===== src/rtl/serializador_if.sv =====
// Parallel-in / serial-out link bundle for serializador.
// Upstream offers words on in_*; the serial line comes back on data/DK_out/frame_start/idle_sent.
interface serializador_if #(
    parameter int WIDTH = 8
);
    logic             in_valid;
    logic             in_ready;
    logic [WIDTH-1:0] in_data;
    logic             in_DK;
    logic             data;
    logic             DK_out;
    logic             frame_start;
    logic             idle_sent;

    // master: upstream word source and line observer
    modport master (
        output in_valid, in_data, in_DK,
        input  in_ready, data, DK_out, frame_start, idle_sent
    );

    // slave: the serializer itself
    modport slave (
        input  in_valid, in_data, in_DK,
        output in_ready, data, DK_out, frame_start, idle_sent
    );
endinterface


===== src/rtl/serializador.sv =====
// Parallel-to-serial transmit stage, MSB first, one WIDTH-bit slot per WIDTH clocks.
// Ports: clk, reset (sync, active-high), bus (slave: in_valid/in_ready/in_data/in_DK in,
//        data/DK_out/frame_start/idle_sent out). Empty slots carry IDLE_CHAR with DK_out=1.
module serializador #(
    parameter int               WIDTH     = 8,
    parameter logic [WIDTH-1:0] IDLE_CHAR = 8'hBC
) (
    input logic           clk,
    input logic           reset,
    serializador_if.slave bus
);
    localparam int            CW   = (WIDTH > 1) ? $clog2(WIDTH) : 1;
    localparam logic [CW-1:0] LAST = CW'(WIDTH - 1);

    typedef enum logic {
        LOAD,
        SHIFT
    } state_t;

    state_t           state;
    logic [CW-1:0]    cnt;
    logic [WIDTH-1:0] shreg;
    logic             dk_q;
    logic             idle_q;
    logic             ready;

    // Slot boundary: the single LOAD cycle after reset, or the last bit of a slot.
    assign ready = (state == LOAD) || ((state == SHIFT) && (cnt == LAST));

    always_ff @(posedge clk) begin
        if (reset) begin
            state  <= LOAD;
            cnt    <= '0;
            shreg  <= '0;
            dk_q   <= 1'b0;
            idle_q <= 1'b0;
        end else if (ready) begin
            state <= SHIFT;
            cnt   <= '0;
            if (bus.in_valid) begin
                shreg  <= bus.in_data;
                dk_q   <= bus.in_DK;
                idle_q <= 1'b0;
            end else begin
                // no offer: keep the line busy with the comma fill
                shreg  <= IDLE_CHAR;
                dk_q   <= 1'b1;
                idle_q <= 1'b1;
            end
        end else begin
            shreg <= shreg << 1;
            cnt   <= cnt + 1'b1;
        end
    end

    assign bus.in_ready    = ready;
    assign bus.data        = shreg[WIDTH-1];
    assign bus.DK_out      = dk_q;
    assign bus.idle_sent   = idle_q;
    assign bus.frame_start = (state == SHIFT) && (cnt == '0);
endmodule


===== src/flat_wrapper.sv =====
// flat-port wrapper written by rule: the top's interface ports become plain ports
module serializador_flat 
#(
    parameter int               WIDTH     = 8,
    parameter logic [WIDTH-1:0] IDLE_CHAR = 8'hBC
)
  (clk, reset, bus_in_valid, bus_in_data, bus_in_DK, bus_in_ready, bus_data, bus_DK_out, bus_frame_start, bus_idle_sent);
  serializador_if #(.WIDTH(WIDTH)) bus_i ();
  input logic clk;
  input logic reset;
  input wire logic [$bits(bus_i.in_valid)-1:0] bus_in_valid;
  input wire logic [$bits(bus_i.in_data)-1:0] bus_in_data;
  input wire logic [$bits(bus_i.in_DK)-1:0] bus_in_DK;
  output wire logic [$bits(bus_i.in_ready)-1:0] bus_in_ready;
  output wire logic [$bits(bus_i.data)-1:0] bus_data;
  output wire logic [$bits(bus_i.DK_out)-1:0] bus_DK_out;
  output wire logic [$bits(bus_i.frame_start)-1:0] bus_frame_start;
  output wire logic [$bits(bus_i.idle_sent)-1:0] bus_idle_sent;
  assign bus_i.in_valid = bus_in_valid;
  assign bus_i.in_data = bus_in_data;
  assign bus_i.in_DK = bus_in_DK;
  assign bus_in_ready = bus_i.in_ready;
  assign bus_data = bus_i.data;
  assign bus_DK_out = bus_i.DK_out;
  assign bus_frame_start = bus_i.frame_start;
  assign bus_idle_sent = bus_i.idle_sent;
  serializador #(.WIDTH(WIDTH), .IDLE_CHAR(IDLE_CHAR)) u_core (.clk(clk), .reset(reset), .bus(bus_i));
endmodule

===== config.mk =====
export PLATFORM = sky130hd
export DESIGN_NAME = serializador_flat
export DESIGN_NICKNAME = d
export VERILOG_FILES = /design/src/rtl/serializador_if.sv /design/src/rtl/serializador.sv /design/src/flat_wrapper.sv
export SDC_FILE = /design/constraint.sdc
export NUM_CORES = 1
export LEC_CHECK = 0
export CORE_AREA = 4 4 41 43
export DETAILED_ROUTE_END_ITERATION = 8
export DIE_AREA = 0 0 45 47
export HOLD_SLACK_MARGIN = 0.02
export PLACE_DENSITY = 0.72
export RECOVER_POWER = 50
export SYNTH_ARGS = -nofsm -noshare
export SYNTH_HDL_FRONTEND = slang
export SYNTH_SLANG_ARGS = --single-unit
export TNS_END_PERCENT = 50

===== constraint.sdc =====
create_clock -name clk -period 2.7 [get_ports clk]
set_input_delay 0.405 -clock clk [delete_from_list [all_inputs] [get_ports clk]]
set_output_delay 0.405 -clock clk [all_outputs]
set_load 0.03 [all_outputs]

==> results of run 1 <==
-- state kept, by name, indices dropped and copies added, names as in the netlist --
name,count
u_core.bus.DK_out,1
u_core.state,1
u_core.bus.idle_sent,1
u_core.cnt,3
u_core.shreg,8
-- layout by cell type (no fill, tap or decap) --
| master | Yosys | routed |
|---|---|---|
| a211oi_1 | 0 | 1 |
| a21oi_1 | 2 | 2 |
| a311oi_1 | 6 | 6 |
| and3_1 | 2 | 2 |
| and3b_1 | 1 | 1 |
| clkbuf_4 | 0 | 3 |
| clkbuf_8 | 0 | 1 |
| clkdlybuf4s50_1 | 0 | 15 |
| dfxtp_1 | 14 | 14 |
| dlygate4sd3_1 | 0 | 1 |
| ha_1 | 3 | 3 |
| inv_1 | 9 | 9 |
| inv_4 | 1 | 1 |
| nand2_1 | 3 | 3 |
| nand3_1 | 2 | 2 |
| nor2_1 | 7 | 7 |
| nor2b_4 | 1 | 1 |
| nor3_1 | 2 | 2 |
-- cells by family after synthesis --
logic type | count (synthesis)
AND/OR/NAND/NOR | 18
flip-flops | 14
buffers and inverters | 13
AO/OA/AOI/OAI | 9
adder cells (fa/ha/maj) | 3
-- worst paths after layout --
check                                             endpoint
worst max-delay path                          bus_in_ready
worst max register to register  u_core.shreg[4]$_SDFF_PP0_
worst min-delay path            u_core.shreg[6]$_SDFF_PP0_
worst min register to register  u_core.shreg[6]$_SDFF_PP0_
-- cells in the mapped netlist --
cell type	instances	area [um2]
dfxtp_1	14	280
inv_1	9	33.8
nor2_1	7	26.3
a311oi_1	6	52.6
ha_1	3	37.5
nand2_1	3	11.3
a21oi_1	2	10.0
and3_1	2	12.5
clkbuf_1	2	7.51
nand3_1	2	10.0
nor3_1	2	10.0
a211oi_2	1	12.5
and3b_1	1	8.76
buf_6	1	11.3
inv_4	1	6.26
nor2b_4	1	13.8
-- report_power, final --
| part | internal, uW | switching [uW] | leakage [uW] |
|---|---|---|---|
| Combinational | 32.0 | 30.8 | 0.000195 |
| Clock | 81.9 | 62.0 | 0.0000210 |
| Sequential | 218 | 4.10 | 0.000116 |
| Total | 332 | 97.0 | 0.000332 |
-- per-stage QoR --
| stage | setup slack [ns] | util, % | hold slack, ns | area, um2 | instances |
|---|---|---|---|---|---|
| CTS | 0.369 | 56.9 | 0.453 | 741 | 89 |
| detailed placement | 0.670 | 54.1 | 0.441 | 704 | 85 |
| global route | 0.265 | 56.5 | 0.480 | 736 | 89 |
| global placement | 0.685 | 54.1 | 0.438 | 704 | 85 |
| floorplan | 1.21 | - | 0.417 | 544 | 57 |
| finish | 0.392 | 56.5 | 0.449 | 736 | 89 |
-- worst register-to-register path, delay by kind of cell, from the launching register on --
kind                     cells  cell delay (ns)
AO/OA/AOI/OAI                1             0.29
AND/OR/NAND/NOR              1             0.19
adder cells (fa/ha/maj)      2             0.40
buffers and inverters        1             0.11
flip-flops                   1             0.33
-- final cells by class --
| class | count | area [um2] |
|---|---|---|
| tap | 15 | 18.8 |
| multi-input combinational | 30 | 200 |
| timing repair buffer | 16 | 160 |
| inverter | 10 | 40.0 |
| fill | 124 | 566 |
| sequential | 14 | 280 |
| clock buffer | 4 | 36.3 |
-- routing by layer --
metal	wire length, um	vias up	part of all wire (%)	global-route usage, %
met3	80	2	8.7	4.60
met4	7	0	0.76	5.26
met1	403	196	44	13.7
met5	0	-	0	0
met2	424	15	46	19.5
li1	-	226	-	-
==> impl_metrics.env, run 1 <==
export IMPL_status="finished clean"
export IMPL_ir_drop_v=0.000281
export IMPL_cp_max_fo=18
export IMPL_ff2ff_setup_slack_ns=1.29
export IMPL_wl_per_cell_um=10.3
export IMPL_vias_per_cell=4.93
export IMPL_synth_seq_cells=14
export IMPL_drc=0
export IMPL_nets=90
export IMPL_cts_max_level=1
export IMPL_slew_viol_final=0
export IMPL_min_period_over_period_pct=85.5
export IMPL_synth_area_um2=544
export IMPL_worstHoldStart="u_core.shreg[5]$_SDFF_PP0_"
export IMPL_syn_nets=72
export IMPL_synth_top_family_by_area="simple AND/OR/NAND/NOR gates"
export IMPL_path_class="reg -> out"
export IMPL_reg2reg_from="u_core.cnt[0]$_SDFF_PP0_"
export IMPL_core_mm2=0.00130
export IMPL_max_cap_viol_count=0
export IMPL_cp_required_ns=2.30
export IMPL_yosys_area_share_adder_pct=6.90
export IMPL_drtIter0Drc=10
export IMPL_firstDrtPassIters=3
export IMPL_path_depth=5
export IMPL_path_cells="ha_1 > ha_1 > nor2b_4 > inv_4 > clkdlybuf4s50_1"
export IMPL_setup_violations_final=0
export IMPL_n_antenna_cell=0
export IMPL_wirelength_um=916
export IMPL_start_util_pct=41.8
export IMPL_cts_root_buf="clkbuf_4"
export IMPL_synthMuxAreaShare_pct=0
export IMPL_ctsResizeCount=0
export IMPL_clock_latency_ns=0.27
export IMPL_finalPower_uw=429
export IMPL_dieArea_mm2=0.00212
export IMPL_die_y_um=47
export IMPL_grt_pass1_wl_um=1760
export IMPL_power_density_mw_per_mm2=583
export IMPL_layout_min_cycle_time_ns=2.31
export IMPL_synthCells=57
export IMPL_rsz0062_at_grt="false"
export IMPL_vias=439
export IMPL_placementRows=13
export IMPL_critPathSlowestCell="clkdlybuf4s50_1"
export IMPL_syn_to_final_growth_pct=35.2
export IMPL_final_setup_tns_ns=0
export IMPL_antenna_found_initial=0
export IMPL_crit_family="buffers and inverters"
export IMPL_first_global_vias=457
export IMPL_die_w_um=45
export IMPL_synth_simple_area_share_pct=17.0
export IMPL_worst_clock_skew_ns=0.00779
export IMPL_post_cts_buffers=0
export IMPL_ctsHoldBuffers=0
export IMPL_grt_max_degree=19
export IMPL_hpwlAfterDp_um=696
export IMPL_synth_compound_area_share_pct=13.8
export IMPL_endpoint_kind="primary output"
export IMPL_hold_violations=0
export IMPL_p_leak_uw=0.000332
export IMPL_crit_arrival_ns=1.90
export IMPL_slowest_delay_ns=0.61
export IMPL_cts_sinks=14
export IMPL_grt_usage_pct=11.9
export IMPL_synth_cell_types=16
export IMPL_slew_headroom_pct=71.5
export IMPL_synth_xor_xnor_area_share_pct=0
export IMPL_r2r_cells=5
export IMPL_ant_nets=0
export IMPL_io_buffers=16
export IMPL_critPathMostFrequentCell="ha_1"
export IMPL_worst_slew_pin_slew_ns=0.427
export IMPL_ys_seq_area_share_pct=51.5
export IMPL_cp_startpoint="u_core.cnt[0]$_SDFF_PP0_"
export IMPL_fmax_mhz=433
export IMPL_cts_buffer_depth=2
export IMPL_io_pins=17
export IMPL_postSynthAreaPerCell_um2=9.55
export IMPL_cp_num_buf_inv=2
export IMPL_numCtsBuffers=3
export IMPL_cts_tree="built"
export IMPL_grt_ovfl_total=0
export IMPL_min_path_cells=2
export IMPL_drive_above_1_share_pct=8.11
export IMPL_place_congestion=0.660
export IMPL_path_clk_slew_ns=0.08
export IMPL_hold_path_class="reg -> reg"
export IMPL_cp_start_kind="register"
export IMPL_yosys_warnings=0
(Power assumes the default switching activity.)
==> inputs of run 2 (changes only) <==
--- a/config.mk
+++ b/config.mk
@@ -8,9 +8,10 @@
 export CORE_AREA = 4 4 41 43
 export DETAILED_ROUTE_END_ITERATION = 8
 export DIE_AREA = 0 0 45 47
+export DONT_BUFFER_PORTS = 1
 export HOLD_SLACK_MARGIN = 0.02
-export PLACE_DENSITY = 0.72
 export RECOVER_POWER = 50
+export SLEW_MARGIN = 40
 export SYNTH_ARGS = -nofsm -noshare
 export SYNTH_HDL_FRONTEND = slang
 export SYNTH_SLANG_ARGS = --single-unit
==> run 2 against run 1 <==
Critical path depth decreased by 1; final area decreased by 22%; sequential power increased by 3%; clock skew decreased by 0.0059 ns; flip-flop and latch count unchanged; utilization decreased by 13 points.
==> impl_metrics.env, run 2 (synthesis results as in run 1) <==
export IMPL_status="finished clean"
export IMPL_place_congestion=0.652
export IMPL_drtIter0Drc=7
export IMPL_slew_viol_final=0
export IMPL_post_cts_buffers=0
export IMPL_final_setup_tns_ns=0
export IMPL_io_pins=17
export IMPL_path_class="reg -> out"
export IMPL_cts_max_level=1
export IMPL_numCtsBuffers=3
export IMPL_cts_root_buf="clkbuf_4"
export IMPL_layout_common_cells="dfxtp_1 (14), inv_1 (9), nor2_1 (7)"
export IMPL_grt_max_degree=19
export IMPL_ctsResizeCount=0
export IMPL_place_area_um2=544
export IMPL_endpoint_kind="primary output"
export IMPL_ir_drop_v=0.000256
export IMPL_layout_min_cycle_time_ns=1.98
export IMPL_dp_cells=69
export IMPL_worst_clock_skew_ns=0.00192
export IMPL_wirelength_um=912
export IMPL_p_leak_uw=0.000265
export IMPL_largest_reg_flops=8
export IMPL_start_util_pct=41.8
export IMPL_power_density_mw_per_mm2=702
export IMPL_top_regs="u_core.shreg x8, u_core.cnt x3"
export IMPL_n_antenna_cell=0
export IMPL_grt_pass1_wl_um=1530
export IMPL_grt_ovfl_total=0
export IMPL_path_clk_slew_ns=0.08
export IMPL_wl_per_cell_um=12.5
export IMPL_min_to="u_core.bus.idle_sent$_SDFFE_PP0P_"
export IMPL_reg2reg_from="u_core.cnt[0]$_SDFF_PP0_"
export IMPL_core_mm2=0.00130
export IMPL_fmax_mhz=505
export IMPL_rsz0062_at_grt="false"
export IMPL_max_cap_viol_count=0
export IMPL_slew_headroom_pct=68.8
export IMPL_clock_latency_ns=0.27
export IMPL_critPathSlowestCell="nor2b_1"
export IMPL_io_buffers=0
export IMPL_layout_commonest_cell="dfxtp_1"
export IMPL_setup_violations_final=0
export IMPL_vias_per_cell=5.23
export IMPL_cts_buffer_depth=2
export IMPL_drive_above_1_share_pct=10.3
export IMPL_antenna_found_initial=0
export IMPL_finalInstanceArea_um2=573
export IMPL_die_w_um=45
export IMPL_cp_max_fo=18
export IMPL_critPathMostFrequentCell="ha_1"
export IMPL_path_cells="ha_1 > ha_1 > nor2b_1 > inv_4"
export IMPL_dieArea_mm2=0.00212
export IMPL_grt_usage_pct=10.4
export IMPL_die_y_um=47
export IMPL_ctsHoldBuffers=0
export IMPL_syn_to_final_growth_pct=5.29
export IMPL_fin_cells=73
export IMPL_top_register="u_core.shreg"
export IMPL_hpwlAfterDp_um=668
export IMPL_vias=382
export IMPL_crit_arrival_ns=1.57
export IMPL_worstHoldStart="reset"
export IMPL_cp_start_kind="register"
export IMPL_first_global_vias=370
export IMPL_hold_path_class="in -> reg"
export IMPL_worst_slew_pin_slew_ns=0.466
export IMPL_firstDrtPassIters=4
export IMPL_cp_required_ns=2.30
export IMPL_min_path_cells=1
export IMPL_min_period_over_period_pct=73.3
export IMPL_nets=74
export IMPL_placementRows=13
export IMPL_drc=0
export IMPL_ff2ff_setup_slack_ns=0.98
export IMPL_fillCellCount=140
export IMPL_r2r_cells=5
export IMPL_reg2reg_to="u_core.shreg[3]$_SDFF_PP0_"
export IMPL_cts_tree="built"
export IMPL_cts_sinks=14
export IMPL_hold_violations=0
export IMPL_ant_nets=0
export IMPL_slowest_delay_ns=0.38
[run 2: cell count changes in the layout (fill, tap and decap cells not counted), sizes merged]
cell and change:
dlygate4sd3 -1, clkdlybuf4s50 -15
[run 2: area by class of cell]
| class | instances | area (um2) | share of cell area [%] |
|---|---|---|---|
| Sequential cell | 14 | 280 | 48.9 |
| Multi-Input combinational cell | 30 | 198 | 34.5 |
| Inverter | 10 | 40.0 | 6.99 |
| Clock buffer | 4 | 36.3 | 6.33 |
| Tap cell | 15 | 18.8 | 3.28 |
[run 2: report_power, final]
| group | internal [uW] | total, uW | leakage, uW | switching [uW] |
|---|---|---|---|---|
| Combinational | 10.0 | 26.8 | 0.000128 | 16.8 |
| Clock | 81.9 | 147 | 0.0000210 | 64.6 |
| Sequential | 218 | 229 | 0.000116 | 11.0 |
| Total | 310 | 402 | 0.000265 | 92.4 |
[run 2: how the worst max path moves through the flow]
stage / endpoint / from / slack (ns)
finish: bus_in_ready / u_core.cnt[0]$_SDFF_PP0_ / 0.72
global route: bus_in_ready / u_core.cnt[0]$_SDFF_PP0_ / 0.57
CTS: bus_in_ready / u_core.cnt[0]$_SDFF_PP0_ / 0.92
detailed placement: u_core.shreg[3]$_SDFF_PP0_ / u_core.cnt[0]$_SDFF_PP0_ / 1.20
global placement: u_core.shreg[5]$_SDFF_PP0_ / u_core.cnt[0]$_SDFF_PP0_ / 1.27
floorplan: bus_in_ready / u_core.cnt[0]$_SDFF_PP0_ / 1.21
[run 2: critical path, delay by kind of cell (launching register included)]
| kind | cells | cell delay [ns] |
|---|---|---|
| flip-flops | 1 | 0.33 |
| AND/OR/NAND/NOR | 1 | 0.38 |
| adder cells (fa/ha/maj) | 2 | 0.38 |
| buffers and inverters | 1 | 0.21 |
[run 2: per-stage QoR]
step	utilization (%)	hold WS (ns)	setup WS [ns]	power (uW)
CTS	44.6	0.175	0.917	408
finish	44.0	0.181	0.721	402
floorplan	-	0.417	1.21	262
global route	44.0	0.169	0.572	422
global placement	41.8	0.430	1.27	261
detailed placement	41.8	0.423	1.20	262
[run 2: layer usage]
layer	track usage [%]	part of all wire, %	routed length [um]	up-vias
met5	0	0	0	-
met4	8.77	1.9	17	0
met3	3.07	7.9	72	4
met2	15.0	44	399	13
met1	12.8	46	422	171
li1	-	-	-	194
==> inputs of run 3 (changes only) <==
==> constraint.sdc (replaced) <==
create_clock -name clk -period 1.7 [get_ports clk]
set_input_delay 0.255 -clock clk [delete_from_list [all_inputs] [get_ports clk]]
set_output_delay 0.255 -clock clk [all_outputs]
set_load 0.03 [all_outputs]
==> run 3 against run 2 <==
Via count grew 0.52%; cell count grew 1.4%; non-clock buffer count grew 1; global-route usage shrank 0.95 points; sequential share of layout area shrank 1.5 points; critical path type unchanged; die area is the same.
==> impl_metrics.env, run 3 (synthesis results as in run 1) <==
export IMPL_status="finished clean"
export IMPL_worst_slew_pin_slew_ns=0.336
export IMPL_cts_root_buf="clkbuf_4"
export IMPL_die_y_um=47
export IMPL_ant_nets=0
export IMPL_wirelength_um=939
export IMPL_slew_viol_final=0
export IMPL_die_w_um=45
export IMPL_drtIter0Drc=12
export IMPL_top_regs="u_core.shreg x8, u_core.cnt x3"
export IMPL_reg2reg_to="u_core.shreg[7]$_SDFF_PP0_"
export IMPL_cts_max_level=1
export IMPL_ff2ff_setup_slack_ns=0.26
export IMPL_place_congestion=0.623
export IMPL_cp_required_ns=1.44
export IMPL_endpoint_kind="primary output"
export IMPL_grt_ovfl_total=0
export IMPL_path_clk_slew_ns=0.09
export IMPL_clock_latency_ns=0.28
export IMPL_layout_min_cycle_time_ns=1.61
export IMPL_antenna_found_initial=0
export IMPL_worst_clock_skew_ns=0.00599
export IMPL_post_cts_buffers=0
export IMPL_cts_tree="built"
export IMPL_final_setup_tns_ns=0
export IMPL_drive_above_1_share_pct=11.9
export IMPL_max_cap_viol_count=0
export IMPL_grt_max_degree=19
export IMPL_wl_per_cell_um=12.7
export IMPL_ir_drop_v=0.000445
export IMPL_numCtsBuffers=3
export IMPL_core_mm2=0.00130
export IMPL_drc=0
export IMPL_layout_commonest_cell="dfxtp_1"
export IMPL_placementRows=13
export IMPL_finalInstanceArea_um2=591
export IMPL_largest_reg_flops=8
export IMPL_hold_path_class="in -> reg"
export IMPL_cp_start_kind="register"
export IMPL_path_class="reg -> out"
export IMPL_r2r_cells=5
export IMPL_first_global_vias=364
export IMPL_top_register="u_core.shreg"
export IMPL_io_buffers=0
export IMPL_vias_per_cell=5.19
export IMPL_dieArea_mm2=0.00212
export IMPL_crit_arrival_ns=1.36
export IMPL_cp_max_fo=18
export IMPL_cts_sinks=14
export IMPL_firstDrtPassIters=4
export IMPL_nets=75
export IMPL_vias=384
export IMPL_hold_violations=0
export IMPL_slew_headroom_pct=77.6
export IMPL_n_antenna_cell=0
export IMPL_p_leak_uw=0.000275
export IMPL_setup_violations_final=0
export IMPL_start_util_pct=41.8
export IMPL_fmax_mhz=621
export IMPL_hpwlAfterDp_um=660
export IMPL_cp_startpoint="u_core.cnt[0]$_SDFF_PP0_"
export IMPL_io_pins=17
export IMPL_grt_pass1_wl_um=1440
export IMPL_grt_usage_pct=9.47
export IMPL_reg2reg_from="u_core.cnt[0]$_SDFF_PP0_"
export IMPL_syn_to_final_growth_pct=8.51
export IMPL_place_area_um2=544
export IMPL_layout_common_cells="dfxtp_1 (14), inv_1 (9), nor2_1 (7)"
export IMPL_cts_buffer_depth=2
export IMPL_min_period_over_period_pct=94.8
export IMPL_crit_end="bus_in_ready"
export IMPL_power_density_mw_per_mm2=1100
export IMPL_ctsResizeCount=0
export IMPL_rsz0062_at_grt="false"
-- run 3: cell count changes in the layout (fill, tap and decap cells not counted) --
cell / previous run / this run
dlygate4sd3_1: 0 / 1
nor2b_1: 1 / 0
nor2b_4: 0 / 1
-- run 3: cell type report --
cell class / instances / area, um2
inverter: 10 / 40.0
sequential: 14 / 280
clock buffer: 4 / 36.3
timing repair buffer: 1 / 10.0
multi-input combinational: 30 / 205
tap: 15 / 18.8
fill: 141 / 711
-- run 3: through the flow --
step	power, uW	utilization (%)	std cells	setup slack, ns	hold slack (ns)
finish	647	45.4	74	0.0887	0.0301
global route	672	45.4	74	0.0293	0.0235
CTS	651	44.6	73	0.0855	0.0224
detailed placement	416	41.8	69	0.258	0.324
global placement	415	41.8	69	0.305	0.322
floorplan	417	-	57	0.294	0.327
-- run 3: layer usage --
| metal | wire, um | GRT usage (%) |
|---|---|---|
| met5 | 0 | 0 |
| met1 | 465 | 11.1 |
| met4 | 14 | 7.02 |
| met3 | 69 | 3.45 |
| met2 | 390 | 14.1 |
-- run 3: what timing repair did --
item | in CTS | in global routing
setup endpoints to repair | 0 | 0
hold buffers | 0 | 1
hold endpoints to repair | 0 | 1
-- run 3: worst min-delay path by stage --
stage / startpoint / endpoint / slack (ns) / cells after the start
after detailed placement: reset / u_core.bus.idle_sent$_SDFFE_PP0P_ / 0.32 / 1
after global routing: reset / u_core.shreg[1]$_SDFF_PP0_ / 0.02 / 1
after floorplan: reset / u_core.shreg[7]$_SDFF_PP0_ / 0.33 / 1
after global placement: reset / u_core.bus.idle_sent$_SDFFE_PP0P_ / 0.32 / 1
final: reset / u_core.shreg[6]$_SDFF_PP0_ / 0.03 / 1
after CTS: reset / u_core.bus.idle_sent$_SDFFE_PP0P_ / 0.02 / 1
-- run 3: critical path, cell delays in order, from the launching register on --
cell     delay [ns]
dfxtp_1        0.34
ha_1           0.20
ha_1           0.21
nor2b_4        0.19
inv_4          0.14
-- run 3: where the power goes --
| group | internal, uW | switching, uW | total [uW] | leakage (uW) |
|---|---|---|---|---|
| Combinational | 18.8 | 27.6 | 46.4 | 0.000138 |
| Sequential | 346 | 17.6 | 364 | 0.000116 |
| Clock | 130 | 107 | 237 | 0.0000210 |
| Total | 495 | 152 | 647 | 0.000275 |
